**config.mk**
```make
export PLATFORM = sky130hd
export DESIGN_NAME = compare_sched
export DESIGN_NICKNAME = d
export VERILOG_FILES = /design/src/rtl/compare_sched_pkg.sv /design/src/rtl/compare_sched_cmp4_onehot.sv /design/src/rtl/compare_sched.sv
export SDC_FILE = /design/constraint.sdc
export NUM_CORES = 1
export LEC_CHECK = 0
export BUFFER_PORTS_ARGS = -buffer_cell sky130_fd_sc_hd__buf_2
export CAP_MARGIN = 20
export CELL_PAD_IN_SITES_DETAIL_PLACEMENT = 1
export CELL_PAD_IN_SITES_GLOBAL_PLACEMENT = 2
export CORE_UTILIZATION = 37
export CTS_BUF_LIST = sky130_fd_sc_hd__clkbuf_16
export CTS_CLUSTER_DIAMETER = 100
export CTS_CLUSTER_SIZE = 14
export DETAILED_ROUTE_END_ITERATION = 8
export MAX_ROUTING_LAYER = met4
export PLACE_DENSITY = 0.85
export REMOVE_ABC_BUFFERS = 1
export SLEW_MARGIN = 20
export SYNTH_ARGS = -nofsm -noshare
export SYNTH_HDL_FRONTEND = slang
export SYNTH_HIERARCHICAL = 1
export SYNTH_SLANG_ARGS = --single-unit
```
**constraint.sdc**
```tcl
create_clock -name clk -period 5.5 [get_ports clk]
set_clock_uncertainty 0.1 [all_clocks]
set_input_delay 1.1 -clock clk [delete_from_list [all_inputs] [get_ports clk]]
set_output_delay 1.1 -clock clk [all_outputs]
set_load 0.005 [all_outputs]
```
**src/rtl/compare_sched_pkg.sv**
```systemverilog
// compare_sched_pkg: shared types and constants for the min/max scheduler
package compare_sched_pkg;
  localparam int DATA_W = 4;
  localparam logic [2:0] CMP_GT = 3'b001;
  localparam logic [2:0] CMP_EQ = 3'b010;
  localparam logic [2:0] CMP_LT = 3'b100;
  typedef enum logic [2:0] {IDLE, ACCEPT, CMP_MAX, CMP_MIN, DONE} state_t;
endpackage

```
**src/rtl/compare_sched_cmp4_onehot.sv**
```systemverilog
// cmp4_onehot: combinational unsigned compare, one-hot y (001 a>b, 010 a==b, 100 a<b)
// Ports: i_a, i_b operands; o_y one-hot result.
module cmp4_onehot import compare_sched_pkg::*; (
  input  logic [DATA_W-1:0] i_a,
  input  logic [DATA_W-1:0] i_b,
  output logic [2:0]        o_y
);
  always_comb o_y = i_a > i_b ? CMP_GT : i_a < i_b ? CMP_LT : CMP_EQ;
endmodule

```
**src/rtl/compare_sched.sv**
```systemverilog
// compare_sched: frame min/max scheduler time-sharing one 4-bit comparator
// Ports: clk; rst_n sync active-low; in_valid/in_ready/in_data sample input;
// out_valid/out_ack/out_max/out_min frame result; busy = frame in progress.
// Macro COMPARE_SCHED_INDEX_EN adds out_max_idx/out_min_idx (sample position of extremes).
module compare_sched import compare_sched_pkg::*; #(
  parameter  int FRAME_LEN = 8,
  localparam int CNT_W     = $clog2(FRAME_LEN)
) (
  input  logic              clk,
  input  logic              rst_n,
  input  logic              in_valid,
  output logic              in_ready,
  input  logic [DATA_W-1:0] in_data,
  output logic              out_valid,
  input  logic              out_ack,
  output logic [DATA_W-1:0] out_max,
  output logic [DATA_W-1:0] out_min,
`ifdef COMPARE_SCHED_INDEX_EN
  output logic [CNT_W-1:0]  out_max_idx,
  output logic [CNT_W-1:0]  out_min_idx,
`endif
  output logic              busy
);
  localparam logic [CNT_W-1:0] LAST = CNT_W'(FRAME_LEN - 1);
  state_t            r_state;
  logic [CNT_W-1:0]  r_cnt;
  logic [DATA_W-1:0] r_smp, r_max, r_min, r_out_max, r_out_min;
  logic              r_out_valid;
  logic              w_xfer;
  logic [DATA_W-1:0] w_b;
  logic [2:0]        w_y;
`ifdef COMPARE_SCHED_INDEX_EN
  logic [CNT_W-1:0]  r_max_idx, r_min_idx, r_out_max_idx, r_out_min_idx;
  assign out_max_idx = r_out_max_idx;
  assign out_min_idx = r_out_min_idx;
`endif
  assign in_ready  = r_state == IDLE || r_state == ACCEPT;
  assign busy      = r_state != IDLE;
  assign out_valid = r_out_valid;
  assign out_max   = r_out_max;
  assign out_min   = r_out_min;
  assign w_xfer    = in_valid && in_ready;
  // single comparator: second operand follows the phase
  assign w_b = r_state == CMP_MAX ? r_max : r_min;
  cmp4_onehot u_cmp (.i_a(r_smp), .i_b(w_b), .o_y(w_y));
  always_ff @(posedge clk) begin
    if (!rst_n) begin
      r_state     <= IDLE;
      r_cnt       <= '0;
      r_smp       <= '0;
      r_max       <= '0;
      r_min       <= '0;
      r_out_valid <= 1'b0;
      r_out_max   <= '0;
      r_out_min   <= '0;
`ifdef COMPARE_SCHED_INDEX_EN
      r_max_idx     <= '0;
      r_min_idx     <= '0;
      r_out_max_idx <= '0;
      r_out_min_idx <= '0;
`endif
    end else begin
      case (r_state)
        IDLE: if (w_xfer) begin
          r_max   <= in_data;
          r_min   <= in_data;
          r_cnt   <= CNT_W'(1);
`ifdef COMPARE_SCHED_INDEX_EN
          r_max_idx <= '0;
          r_min_idx <= '0;
`endif
          r_state <= ACCEPT;
        end
        ACCEPT: if (w_xfer) begin
          r_smp   <= in_data;
          r_state <= CMP_MAX;
        end
        CMP_MAX: begin
          if (w_y == CMP_GT) begin
            r_max <= r_smp;
`ifdef COMPARE_SCHED_INDEX_EN
            r_max_idx <= r_cnt;
`endif
          end
          r_state <= CMP_MIN;
        end
        CMP_MIN: begin
          if (w_y == CMP_LT) begin
            r_min <= r_smp;
`ifdef COMPARE_SCHED_INDEX_EN
            r_min_idx <= r_cnt;
`endif
          end
          r_cnt   <= r_cnt + 1'b1;
          r_state <= r_cnt == LAST ? DONE : ACCEPT;
        end
        DONE: begin
          // result is published one cycle after entering DONE; ack only counts once visible
          if (r_out_valid && out_ack) begin
            r_out_valid <= 1'b0;
            r_state     <= IDLE;
          end else if (!r_out_valid) begin
            r_out_valid <= 1'b1;
            r_out_max   <= r_max;
            r_out_min   <= r_min;
`ifdef COMPARE_SCHED_INDEX_EN
            r_out_max_idx <= r_max_idx;
            r_out_min_idx <= r_min_idx;
`endif
          end
        end
        default: r_state <= IDLE;
      endcase
    end
  end
endmodule
```
==> run metrics <==
status complete, no violations; H-Tree Depth 1; Hold Buf Count CTS 0; M3 GR Usage 0.0208; CTS tree yes; Final Util 0.444; Syn Inst Count 166; most used flip-flop cell after synthesis dfxtp_1; Site Rows 22; worst min path class flop to flop; GR Util met2 0.314; Tcrit/Tclk final 0.692; fraction of registers with async set/reset 0; # IOs 19; via count 1239; Global Route Usage Sum 0.184; Clock Latency Late Sink 0.26 ns; CTS max path bufs 2; final net count slightly below 200; Rel. slew slack 0.481; sequential area share after synthesis 0.360; Routed WL per cell between 15 and 20 um; DRC viols 0; Post-synth EDFFs 0; post-synthesis cell area 1500 um^2; number of buffers added on ports 18; maximum number of pins on one net before global-route repair 23; M1 GR Usage 0.229; Layout Area Growth over Synthesis 11.4%; Worst Tran Pin Value 0.778 ns; Final Max Tran Viols 0; setup bufs post-CTS 0; Placed Cells 222; PD cells 298 nW/um^2; WL final 3580 um; post-synthesis cell type count between 40 and 50; Avg Synthesized Cell Area 9.04 um^2; CP cell instances nor3b_2 > mux2_2 > inv_1 > ha_1 > a21oi_1 > a31oi_1 > nor3b_1 > o211a_2 > a2111oi_2; worst hold slack about 0.36 ns; RSZ-0062 raised after global routing no; busiest layer in global routing met2; Crit. End Element flop; clk sinks 27; clock slew at reported path FFs 0.07 ns; f_max 0.263 GHz; WS Path Type flop to flop; min Tclk post-route roughly 3.8 ns; GPL Wtd Cong 0.806; Resized cells post-CTS 0; worst vdd ir 126 uV; initial antenna violation count 0; critical path fanouts, max 18; max_cap viols 0; CP startpoint kind flop; # diodes 0; Num CTS Buffers 3; number of synthesized register bits 27; Final Setup Violations 0; GRT overflow 0; most frequent cells in the layout nand2_1 (27), dfxtp_1 (27), buf_2 (18), a21oi_1 (17), nor2_1 (11); final hold viol count 0; static leakage 0.637 nW; vias per cell approximately 5.5; Detail Placement HPWL 2720 um; die area ~4300 um^2; first-pass GRT wire length 5910 um; Worst Path Arrival around 3.8 ns; 1st-iter DRT viols 39; setup TNS 0 ns; layout cells sized above 1 0.213; clock root cell clkbuf_16; DR pass1 iterations 4; Core Footprint 3770 um^2; Initial Utilization 0.398; number of global-route vias before repair 1252; die width 65.7 um; Synth Warn # 6; Routed Antenna Nets 0; required time worst endpoint around 5.5 ns; crit-path max cell delay 0.70 ns; Post-Layout Cell Count 226; Worst path slowest cell dfxtp_1; die height 65.7 um
==> worst max-delay path: cells and delay by family, from the launching register on <==
| family | cells | cell delay [ns] |
|---|---|---|
| and+or+nand+nor | 2 | 1.26 |
| muxes | 1 | 0.41 |
| AOI/OAI and AO/OA | 4 | 0.86 |
| DFF | 1 | 0.70 |
| buffers and inverters | 1 | 0.06 |
| adders and majority gates | 1 | 0.26 |
==> power breakdown <==
part           total (mW)  internal (mW)  switching [mW]
registers           0.227          0.208          0.0191
clock network       0.164         0.0980          0.0664
logic               0.108         0.0487          0.0592
==> final timing paths <==
check                                   to  depth (start not counted)  slack [ns]       start
worst max register to register    r_max[0]                          9        1.69  r_state[1]
worst min-delay path            out_max[2]                          2        0.36  out_max[2]
worst max-delay path              r_max[0]                          9        1.69  r_state[1]
worst min register to register  out_max[2]                          2        0.36  out_max[2]
==> per-layer routing <==
| layer | routed length [um] | share of wire |
|---|---|---|
| met1 | 1760 | 0.49 |
| met2 | 1720 | 0.48 |
| met3 | 75 | 0.021 |
| met4 | 19 | 0.0053 |
| met5 | 0 | 0 |
==> layout make-up <==
class	count	area [um^2]
timing repair buffer	18	90.1
fill	435	2100
clock buffer	3	75.1
multi-input combinational	121	872
sequential	27	541
tap	48	60.1
clock inverter	1	5.00
inverter	8	30.0
==> kinds of logic after synthesis <==
family,Yosys count,synth area share
muxes,15,0.104
buffers and inverters,18,0.0592
xor gates and xnor gates,1,0.00583
and+or+nand+nor,61,0.229
AOI/OAI and AO/OA,38,0.192
DFF,27,0.360
adders and majority gates,6,0.0500
==> registers in the layout, indices dropped and copies added, names as in the netlist <==
name,flops
r_smp,4
out_valid,1
r_cnt,3
r_min,4
r_state,3
out_max,4
out_min,4
r_max,4
==> Yosys cell counts (2+ instances only) <==
cell type  instances  area (um^2)
nor3b_1            3         22.5
dfxtp_1           27          541
a311oi_1           5         43.8
a211oi_1           4         30.0
mux2i_1           10          100
buf_2              4         20.0
nor2_1            11         41.3
o221ai_1           2         17.5
clkbuf_1           3         11.3
a21oi_1           17         85.1
mux2_2             5         56.3
nand2_1           27          101
ha_1               6         75.1
a2111oi_2          4         60.1
buf_6              2         22.5
inv_1              8         30.0
nor3_1             4         20.0
==> per-stage QoR <==
stage | setup WS (ns) | instance area (um^2) | total power, mW
4_1_cts | 1.73 | 1670 | 0.506
2_1_floorplan | 2.32 | 1440 | 0.307
5_1_grt | 1.39 | 1670 | 0.528
3_5_place_dp | 1.78 | 1590 | 0.337
6_report | 1.69 | 1670 | 0.499
3_3_place_gp | 1.92 | 1590 | 0.330
No activity file was read; power rests on OpenSTA's default activity.
